File: src/rtl/debug_cmd_defs.sv
// Shared opcodes, reply codes and FSM encoding
// for the host-driven bus debug master.
package debug_cmd_defs;

    localparam int ADDR_W = 19;
    localparam int DATA_W = 8;
    localparam int CNT_W  = 9;

    localparam logic [DATA_W-1:0] OP_W = 8'h57;
    localparam logic [DATA_W-1:0] OP_R = 8'h52;
    localparam logic [DATA_W-1:0] OP_H = 8'h48;
    localparam logic [DATA_W-1:0] OP_G = 8'h47;

    localparam logic [DATA_W-1:0] RSP_OK  = 8'h2E;
    localparam logic [DATA_W-1:0] RSP_ERR = 8'h3F;

    typedef enum logic [3:0] {
        IDLE,
        ADDR2,
        ADDR1,
        ADDR0,
        COUNT,
        WR_DATA,
        WR_BUS,
        RD_BUS,
        RD_SEND,
        RESP
    } state_t;

    // A count byte of zero requests a full 256-byte burst.
    function automatic logic [CNT_W-1:0] burst_len(
        input logic [DATA_W-1:0] n
    );
        return (n == '0) ? CNT_W'(256) : {1'b0, n};
    endfunction

endpackage

File: src/rtl/bus_debug_master_if.sv
// Host byte stream plus system bus signals
// of the debug master, with both-side modports.
interface bus_debug_master_if;
    import debug_cmd_defs::*;

    logic              rx_valid;
    logic [DATA_W-1:0] rx_data;
    logic              rx_ready;
    logic              tx_valid;
    logic [DATA_W-1:0] tx_data;
    logic              tx_ready;
    logic [ADDR_W-1:0] bus_address;
    logic              bus_write_en;
    logic [DATA_W-1:0] bus_data_out;
    logic [DATA_W-1:0] bus_data_in;
    logic              cpu_hold;

    modport master (
        input  rx_valid, rx_data, tx_ready,
        input  bus_data_in,
        output rx_ready, tx_valid, tx_data,
        output bus_address, bus_write_en,
        output bus_data_out, cpu_hold
    );

    modport slave (
        output rx_valid, rx_data, tx_ready,
        output bus_data_in,
        input  rx_ready, tx_valid, tx_data,
        input  bus_address, bus_write_en,
        input  bus_data_out, cpu_hold
    );

endinterface

File: src/rtl/bus_debug_master.sv
// Debug host initiator on the CPU6 bus: loads and
// dumps memory while the CPU is held off the bus.
module bus_debug_master
    import debug_cmd_defs::*;
(
    input  logic                clock,
    input  logic                reset,
    bus_debug_master_if.master  dbg
);

    state_t            state;
    state_t            state_nxt;
    logic [ADDR_W-1:0] addr;
    logic [CNT_W-1:0]  remaining;
    logic              is_write;
    logic              hold;
    logic [DATA_W-1:0] tx_byte;
    logic [DATA_W-1:0] wr_byte;
    logic              rx_fire;
    logic              tx_fire;
    logic              last;

    assign rx_fire = dbg.rx_valid && dbg.rx_ready;
    assign tx_fire = dbg.tx_valid && dbg.tx_ready;
    assign last    = (remaining == CNT_W'(1));

    assign dbg.bus_address  = addr;
    assign dbg.bus_data_out = wr_byte;
    assign dbg.tx_data      = tx_byte;
    assign dbg.cpu_hold     = hold;

    always_ff @(posedge clock) begin
        if (reset) state <= IDLE;
        else       state <= state_nxt;
    end

    always_comb begin
        state_nxt = state;
        unique case (state)
            IDLE: if (rx_fire) begin
                if (dbg.rx_data == OP_W ||
                    dbg.rx_data == OP_R)
                    state_nxt = ADDR2;
                else
                    state_nxt = RESP;
            end
            ADDR2:   if (rx_fire) state_nxt = ADDR1;
            ADDR1:   if (rx_fire) state_nxt = ADDR0;
            ADDR0:   if (rx_fire) state_nxt = COUNT;
            COUNT:   if (rx_fire)
                state_nxt = is_write ? WR_DATA : RD_BUS;
            WR_DATA: if (rx_fire) state_nxt = WR_BUS;
            WR_BUS:  state_nxt = last ? RESP : WR_DATA;
            RD_BUS:  state_nxt = RD_SEND;
            RD_SEND: if (tx_fire)
                state_nxt = last ? IDLE : RD_BUS;
            RESP:    if (tx_fire) state_nxt = IDLE;
            default: state_nxt = IDLE;
        endcase
    end

    always_comb begin
        dbg.rx_ready     = 1'b0;
        dbg.tx_valid     = 1'b0;
        dbg.bus_write_en = 1'b0;
        unique case (state)
            IDLE, ADDR2, ADDR1, ADDR0, COUNT, WR_DATA:
                dbg.rx_ready = !reset;
            WR_BUS:
                dbg.bus_write_en = 1'b1;
            RD_SEND, RESP:
                dbg.tx_valid = 1'b1;
            default: ;
        endcase
    end

    always_ff @(posedge clock) begin
        if (reset) begin
            addr      <= '0;
            remaining <= '0;
            is_write  <= 1'b0;
            hold      <= 1'b0;
            tx_byte   <= '0;
            wr_byte   <= '0;
        end else begin
            unique case (state)
                IDLE: if (rx_fire) begin
                    unique case (1'b1)
                        dbg.rx_data == OP_W: begin
                            hold     <= 1'b1;
                            is_write <= 1'b1;
                        end
                        dbg.rx_data == OP_R: begin
                            hold     <= 1'b1;
                            is_write <= 1'b0;
                        end
                        dbg.rx_data == OP_H: begin
                            hold    <= 1'b1;
                            tx_byte <= RSP_OK;
                        end
                        dbg.rx_data == OP_G: begin
                            hold    <= 1'b0;
                            tx_byte <= RSP_OK;
                        end
                        default: tx_byte <= RSP_ERR;
                    endcase
                end
                ADDR2: if (rx_fire)
                    addr[ADDR_W-1:16] <=
                        dbg.rx_data[ADDR_W-17:0];
                ADDR1: if (rx_fire)
                    addr[15:8] <= dbg.rx_data;
                ADDR0: if (rx_fire)
                    addr[7:0] <= dbg.rx_data;
                COUNT: if (rx_fire)
                    remaining <= burst_len(dbg.rx_data);
                WR_DATA: if (rx_fire)
                    wr_byte <= dbg.rx_data;
                WR_BUS: begin
                    addr      <= addr + ADDR_W'(1);
                    remaining <= remaining - CNT_W'(1);
                    if (last) tx_byte <= RSP_OK;
                end
                // memory read data is combinational on addr
                RD_BUS:
                    tx_byte <= dbg.bus_data_in;
                RD_SEND: if (tx_fire) begin
                    addr      <= addr + ADDR_W'(1);
                    remaining <= remaining - CNT_W'(1);
                end
                default: ;
            endcase
        end
    end

endmodule

File: src/flat_wrapper.sv
// flat-port wrapper written by rule: the top's interface ports become plain ports
module bus_debug_master_flat import debug_cmd_defs::*;
  (clock, reset, dbg_rx_valid, dbg_rx_data, dbg_tx_ready, dbg_bus_data_in, dbg_rx_ready, dbg_tx_valid, dbg_tx_data, dbg_bus_address, dbg_bus_write_en, dbg_bus_data_out, dbg_cpu_hold);
  bus_debug_master_if dbg_i ();
  input  logic clock;
  input  logic reset;
  input wire logic [$bits(dbg_i.rx_valid)-1:0] dbg_rx_valid;
  input wire logic [$bits(dbg_i.rx_data)-1:0] dbg_rx_data;
  input wire logic [$bits(dbg_i.tx_ready)-1:0] dbg_tx_ready;
  input wire logic [$bits(dbg_i.bus_data_in)-1:0] dbg_bus_data_in;
  output wire logic [$bits(dbg_i.rx_ready)-1:0] dbg_rx_ready;
  output wire logic [$bits(dbg_i.tx_valid)-1:0] dbg_tx_valid;
  output wire logic [$bits(dbg_i.tx_data)-1:0] dbg_tx_data;
  output wire logic [$bits(dbg_i.bus_address)-1:0] dbg_bus_address;
  output wire logic [$bits(dbg_i.bus_write_en)-1:0] dbg_bus_write_en;
  output wire logic [$bits(dbg_i.bus_data_out)-1:0] dbg_bus_data_out;
  output wire logic [$bits(dbg_i.cpu_hold)-1:0] dbg_cpu_hold;
  assign dbg_i.rx_valid = dbg_rx_valid;
  assign dbg_i.rx_data = dbg_rx_data;
  assign dbg_i.tx_ready = dbg_tx_ready;
  assign dbg_i.bus_data_in = dbg_bus_data_in;
  assign dbg_rx_ready = dbg_i.rx_ready;
  assign dbg_tx_valid = dbg_i.tx_valid;
  assign dbg_tx_data = dbg_i.tx_data;
  assign dbg_bus_address = dbg_i.bus_address;
  assign dbg_bus_write_en = dbg_i.bus_write_en;
  assign dbg_bus_data_out = dbg_i.bus_data_out;
  assign dbg_cpu_hold = dbg_i.cpu_hold;
  bus_debug_master u_core (.clock(clock), .reset(reset), .dbg(dbg_i));
endmodule
File: config.mk
export PLATFORM = sky130hd
export DESIGN_NAME = bus_debug_master_flat
export DESIGN_NICKNAME = d
export VERILOG_FILES = /design/src/rtl/debug_cmd_defs.sv /design/src/rtl/bus_debug_master_if.sv /design/src/rtl/bus_debug_master.sv /design/src/flat_wrapper.sv
export SDC_FILE = /design/constraint.sdc
export NUM_CORES = 1
export LEC_CHECK = 0
export BUFFER_PORTS_ARGS = -buffer_cell sky130_fd_sc_hd__buf_2
export CAP_MARGIN = 20
export CORE_MARGIN = 2
export CORE_UTILIZATION = 35
export DETAILED_ROUTE_END_ITERATION = 7
export PLACE_DENSITY_LB_ADDON = 0.1
export SETUP_SLACK_MARGIN = 0.3
export SYNTH_ARGS = -nofsm -noshare
export SYNTH_HDL_FRONTEND = slang
export SYNTH_SLANG_ARGS = --single-unit
File: constraint.sdc
create_clock -name clock -period 1.6 [get_ports clock]
set_input_delay 0.24 -clock clock [delete_from_list [all_inputs] [get_ports clock]]
set_output_delay 0.24 -clock clock [all_outputs]
set_load 0.1 [all_outputs]
---- Word-level counts from Yosys, hierarchy flattened ----
Index checks and enable logic that the tools add are counted.
word-level totals
  logic and storage cells ................. 94
  flip-flop bits (word level) ............. 50
operators by class
  equality and inequality tests ........... 24
  mux-type cells .......................... 32
  reduce and logical (&&, ||, !) cells .... 27
  add/sub/neg operators ................... 2
operators by type and width
  cell                                                 count
  one-hot mux 8 bit (3 select lines)                   3
  two-way mux 4 bit                                    10
  one-hot mux 4 bit (10 select lines)                  1
  equality test 8 x 7 -> 1 bit, second input constant  4
  two-way mux 9 bit                                    3
  one-hot mux 9 bit (3 select lines)                   1
  two-way mux 8 bit                                    3
  adder 19 x 1 -> 19 bit, second input constant        1
  two-way mux 19 bit                                   1
  != test 2 x 1 -> 1 bit, second input constant        9
  AND reduction 3 bit                                  6
  equality test 4 x 3 -> 1 bit, second input constant  4
  one-hot mux 8 bit (2 select lines)                   1
  nonzero test 3 bit                                   5
  equality test 9 x 1 -> 1 bit, second input constant  1
  one-hot mux 3 bit (3 select lines)                   1
  subtractor 9 x 1 -> 9 bit, second input constant     1
  equality test 4 x 2 -> 1 bit, second input constant  2
  equality test 4 bit, second input constant           2
  logical NOT 8 bit                                    1
  AND reduction 8 bit                                  1
  two-way mux 3 bit                                    2
  OR reduction 2 bit                                   3
  OR reduction 6 bit                                   1
  other kinds (13)                                     18

---- Logic depth before layout (Yosys ltp) ----
  word-level depth ........................ 6
  depth in mapped cells ................... 8

---- Worst setup path before layout ----
No wires, ideal clock.
  kind .................................... register to register
  from .................................... reg u_core.state[3]
  to ...................................... reg u_core.state[0]
  clock period less this slack ............ 3,859 ps
  library setup time ...................... 92 ps
  buffers on the path ..................... 1
  arrival time ............................ 3,767 ps
  path slack .............................. -2,259 ps
  cell stages (with the launch flop) ...... 7
  cells stage by stage .................... dfxtp_1 > buf_2 > nor3b_1 > nor2b_1 > a31oi_1 > a21boi_0 > a211oi_1
between the ends
  longest elaborated chain between the ends .. 6
  elaborated cells between the ends (all ways) .. 26
  those cells by class .................... 17 x eq/ne; 3 x mux; 6 x reduce/logical
ends and longest elaborated chain
  item                                     line                    text
  start: declaration                       bus_debug_master.sv:11  state_t state;
  start signal: assignment                 bus_debug_master.sv:34  else state <= state_nxt;
  equality test 4 bit                      bus_debug_master.sv:66  unique case (state)
  OR reduction 2 bit *                     bus_debug_master.sv:66
  two-way mux 1 bit *                      bus_debug_master.sv:66
  via dbg_tx_valid                         flat_wrapper.sv:12      output wire logic [$bits(dbg_i.tx_valid)-1:0] dbg_tx_valid;
  logical AND 1 bit *                      bus_debug_master.sv:24  assign tx_fire = dbg.tx_valid && dbg.tx_ready;
  != test 2 x 1 -> 1 bit (no source line)  n/a
  AND reduction 8 bit (no source line) *   n/a
The timed path passes the listed nets; every way through them passes the cells marked *.
A chain may end at the register's enable or synchronous reset.

---- Final worst setup path ----
  from .................................... reg u_core.state[2]
  to ...................................... reg u_core.addr[9], in the netlist u_core.dbg.bus_address[9]
between the ends
  longest elaborated chain between the ends .. 6
  elaborated cells between the ends (all ways) .. 20
  those cells by class .................... 10 x eq/ne; 3 x mux; 7 x reduce/logical
ends and longest elaborated chain
  item                                                        line                                            text
  equality test 4 x 2 -> 1 bit, or another cell as far along  bus_debug_master.sv:66
  OR reduction 6 bit or OR reduction 2 bit (tied branches)    bus_debug_master.sv:66
  two-way mux 1 bit                                           bus_debug_master.sv:66
  logical AND 1 bit (on tied branches)                        bus_debug_master.sv:23, bus_debug_master.sv:24
  != test 2 x 1 -> 1 bit (no source line)                     n/a
  AND reduction 3 bit (no source line)                        n/a
  end signal: indexed assignment                              bus_debug_master.sv:109                         addr[ADDR_W-1:16] <=
  end signal: assignment                                      bus_debug_master.sv:112                         addr[15:8] <= dbg.rx_data;
  end signal: assignment                                      bus_debug_master.sv:120                         addr <= addr + ADDR_W'(1);
  end: declaration                                            bus_debug_master.sv:13                          logic [ADDR_W-1:0] addr;
Parallel ways exist; a longest one is shown, timed or not.

==> summary.txt <==
Outcome
  • Status: complete, but fails checks
  • Violated checks: setup timing

Yosys
  • Post-synthesis register bit count: 50
  • Area share of the leading cell type in the synthesized netlist: 0.349
  • Leading area contributor after synthesis: dfxtp_1
  • Warnings, synthesis: 0
  • Gate count of the mapped netlist: 376
  • Post-synth ARST share: 0
  • Unique masters post-synth: 54
  • Largest cells by area after synthesis: dfxtp_1 (35%), a21oi_1 (7.9%), o21ai_0 (6.5%)
  • Syn_nets: 399
  • Dominant synthesized flop cell: dfxtp_1
  • Post-synth EDFFs: 0
  • Seq/Total Area, Yosys: 0.349
  • Most frequent cell after synthesis: dfxtp_1
  • Post-Syn Area: 2860 sq um
  • Synthesized area per cell: 7.62 sq um
  • Top cells by count, synth: dfxtp_1 (50), nor2_1 (46), a21oi_1 (45), o21ai_0 (37), nand2_1 (23)

CTS
  • CTS tree: yes
  • Worst-Skew Late Latency: 0.31 ns
  • CTS clk-pin slew, worst paths: 0.10 ns
  • # clock sinks: 50
  • CTS Buf Count: 5
  • Root buffer cell: clkbuf_8
  • H-tree level count: 2
  • Max clock buf depth: 2

Routing
  • DRC viols: 0
  • Wire length per cell: 17.0 um
  • DRT iter0 DRCs: 240
  • Vias: 3,525
  • ANT nets after route: 0
  • Vias per inst: 5.55
  • Drt first pass iters: 5
  • Drt total wl: 10.8 mm

Setup path
  • Worst path cell trace: or4b_4 -> buf_6 -> and3_4 -> a21o_1 -> a21oi_1 -> nor3_1
  • WP data arrival: 1.92 ns
  • R2R cell count: 6
  • Max FO, Critical Path: 5
  • CP delay by family, top: simple AND/OR/NAND/NOR gates
  • CP max-delay cell: or4b_4
  • Critical Path RT: 1.79 ns
  • Type of origin of the critical path: flop
  • Stages on worst setup path: 6
  • WS Path Type: flop to flop
  • Crit end category: flop
  • Critical Path Max Stage Delay: 0.59 ns
  • Reg2Reg Setup Slack: -0.13 ns
  • CP startpoint: u_core.state[2]$_SDFFE_PP0P_
  • Critical path endpoint: u_core.dbg.bus_address[9]$_SDFFE_PP0P_
  • Crit Reg-Reg Startpoint: u_core.state[2]$_SDFFE_PP0P_
  • Worst path bufs/invs: 1
  • Reg2Reg Capture Point: u_core.dbg.bus_address[9]$_SDFFE_PP0P_

Hold path
  • Worst Hold Depth: 3
  • Worst min-delay path category: primary input to flop

Power
  • Clk pwr share: 0.219
  • Switching share of total power: 0.384
  • P_int: 0.00259 W
  • Tot Pwr: 0.00421 W
  • VDD IR-drop max: 0.466 mV
  • Pleak: 2.03 nW
  • Part of the power in registers: 0.330
  • Power Dens Cells: 814 nW/um^2
  • Combinational power share: 0.450
  • Psw: 0.00162 W

Place
  • Routability Congestion: 0.882
  • Detail Placement HPWL: 7.00 mm
  • PortBufs: 58

STA
  • Finish-stage setup viols: 29
  • Worst Tran Pin Value: 0.352 ns
  • Part of the cycle the worst path needs: 1.08
  • Top achievable clock speed: 578 MHz
  • Skew final: 0.00381 ns
  • Min Hold Slack: 0.172 ns
  • PnR worst setup slack: -0.131 ns
  • Final hold vios: 0
  • RSZ-0062 raised after global routing: true
  • Final min period: 1.73 ns
  • Slew margin rel.: 0.766
  • Max Slew Vio Count: 0

Cells and area
  • Ant. Diodes: 0
  • Share of cells above drive strength 1: 0.555
  • Layout Area Growth over Synthesis: 80.8%
  • Layout Nets: 555

GRT
  • Global router's overall resource usage: 0.236
  • Vias in the first global route: 3,308
  • Largest net degree at the start of global routing: 30
  • Overflow after GRT: 0
  • Initial antenna violation count: 0
  • First-pass GRT wire length: 16.8 mm

Floorplan
  • Overall die height: 94.5 um
  • Rows: 32
  • Initial Util: 0.365
  • I/O Pins: 59
  • Core area: 7850 sq um
  • Die Width: 94.5 um
  • DIE AREA: 8920 sq um

Run
  • Max-Cap Viols: 0
==> layout by cell type (no fill, tap or decap), types with 3 or more instances in the layout <==
cell type,Yosys,layout
nor2_2,0,7
nor4b_4,0,3
nor2_1,46,39
nand2_1,23,18
buf_4,1,99
nor3_1,17,11
dfxtp_4,0,7
nand2b_1,6,6
o21ai_1,2,23
a211oi_2,0,4
buf_6,0,36
buf_12,0,12
and3_4,0,6
o21ai_0,37,8
nand3_1,11,9
clkbuf_8,0,5
a21oi_1,45,29
dfxtp_1,50,29
nor3_4,0,3
o21ai_2,0,7
nand2_2,0,3
nand4_1,4,4
a21oi_2,0,15
and3_1,12,6
nor3b_2,0,3
a211oi_1,9,4
a31oi_1,6,5
and4_1,3,3
inv_1,11,8
mux2i_1,11,9
nor3_2,0,3
or4b_4,0,3
buf_2,8,19
a21o_1,5,4
dfxtp_2,0,14
nand4b_1,3,3
==> what timing repair did <==
item / 4_1_cts / 5_1_grt
endpoints found under the setup margin: 89 / 61
hold buffers: 0 / 0
gates cloned: 3 / 2
buffers inserted: 6 / 22
gates resized for setup: 107 / 90
pin swaps: 21 / 38
==> worst reg2reg max path: cells and delay by family (launching register included) <==
kind,cells,cell delay [ns]
flops,1,0.35
compound gates,2,0.28
buf+inv,1,0.16
simple gates,3,0.83
==> power by group through the flow <==
stage               combinational [W]  clock, W  sequential, W
floorplan                    0.000575         0        0.00176
global placement              0.00138         0        0.00140
detailed placement            0.00138         0        0.00140
CTS                           0.00161  0.000946        0.00139
global route                  0.00200  0.000992        0.00140
finish                        0.00190  0.000924        0.00139
==> metrics by stage <==
step                std cells  instance area (sq um)  TNS (ns)  setup WS (ns)  utilization
finish                    635                   5180     -1.82         -0.131        0.660
global route              635                   5180     -4.34         -0.201        0.660
CTS                       611                   4590     -1.28        -0.0924        0.585
detailed placement        594                   4010     -3.02         -0.247        0.511
global placement          594                   4010     -2.44         -0.344        0.511
floorplan                 376                   3060    -18.94         -0.652            -
==> final cells by class <==
type	instances	area, sq um
fillers	656	2670
inverters	11	45.0
repair buffers	172	1610
multi-input cells	292	2250
flip-flops and latches	50	1040
clock inverters	1	30.0
clock buffers	7	76.3
well taps	102	128
==> routing by layer <==
| metal | routed length [um] | vias to the layer above | GRT usage |
|---|---|---|---|
| li1 | - | 1695 | - |
| met1 | 4910 | 1682 | 0.336 |
| met2 | 5110 | 132 | 0.371 |
| met3 | 631 | 16 | 0.0367 |
| met4 | 170 | 0 | 0.0640 |
| met5 | 0 | - | 0 |
==> worst min-delay path by stage <==
stage | slack, ns | from | end
floorplan | 0.39 | dbg_rx_data[1] | u_core.dbg.bus_data_out[1]$_SDFFE_PP0P_
global placement | 0.47 | u_core.is_write$_SDFFE_PP0P_ | u_core.is_write$_SDFFE_PP0P_
detailed placement | 0.46 | u_core.dbg.cpu_hold$_SDFFE_PP0P_ | u_core.dbg.cpu_hold$_SDFFE_PP0P_
CTS | 0.18 | dbg_bus_data_in[6] | u_core.dbg.tx_data[6]$_SDFFE_PP0P_
global route | 0.19 | dbg_bus_data_in[7] | u_core.dbg.tx_data[7]$_SDFFE_PP0P_
finish | 0.17 | dbg_bus_data_in[2] | u_core.dbg.tx_data[2]$_SDFFE_PP0P_
==> sequential cells by signal, indices dropped and copies added, names as in the netlist <==
signal / flops
u_core.dbg.tx_data: 8
u_core.is_write: 1
u_core.dbg.bus_address: 19
u_core.dbg.bus_data_out: 8
u_core.remaining: 9
u_core.dbg.cpu_hold: 1
u_core.state: 4
==> cell families (layout without fill, tap and decap cells) <==
family | Yosys count | count (layout) | synth area share
and+or+nand+nor | 153 | 153 | 0.286
AOI/OAI and AO/OA | 123 | 123 | 0.256
DFF | 50 | 50 | 0.349
buffers and inverters | 34 | 191 | 0.0498
muxes | 12 | 12 | 0.0424
adders and majority gates | 3 | 3 | 0.0131
xor gates and xnor gates | 1 | 1 | 0.00306
Note: power is estimated with default switching activity, not from simulation.
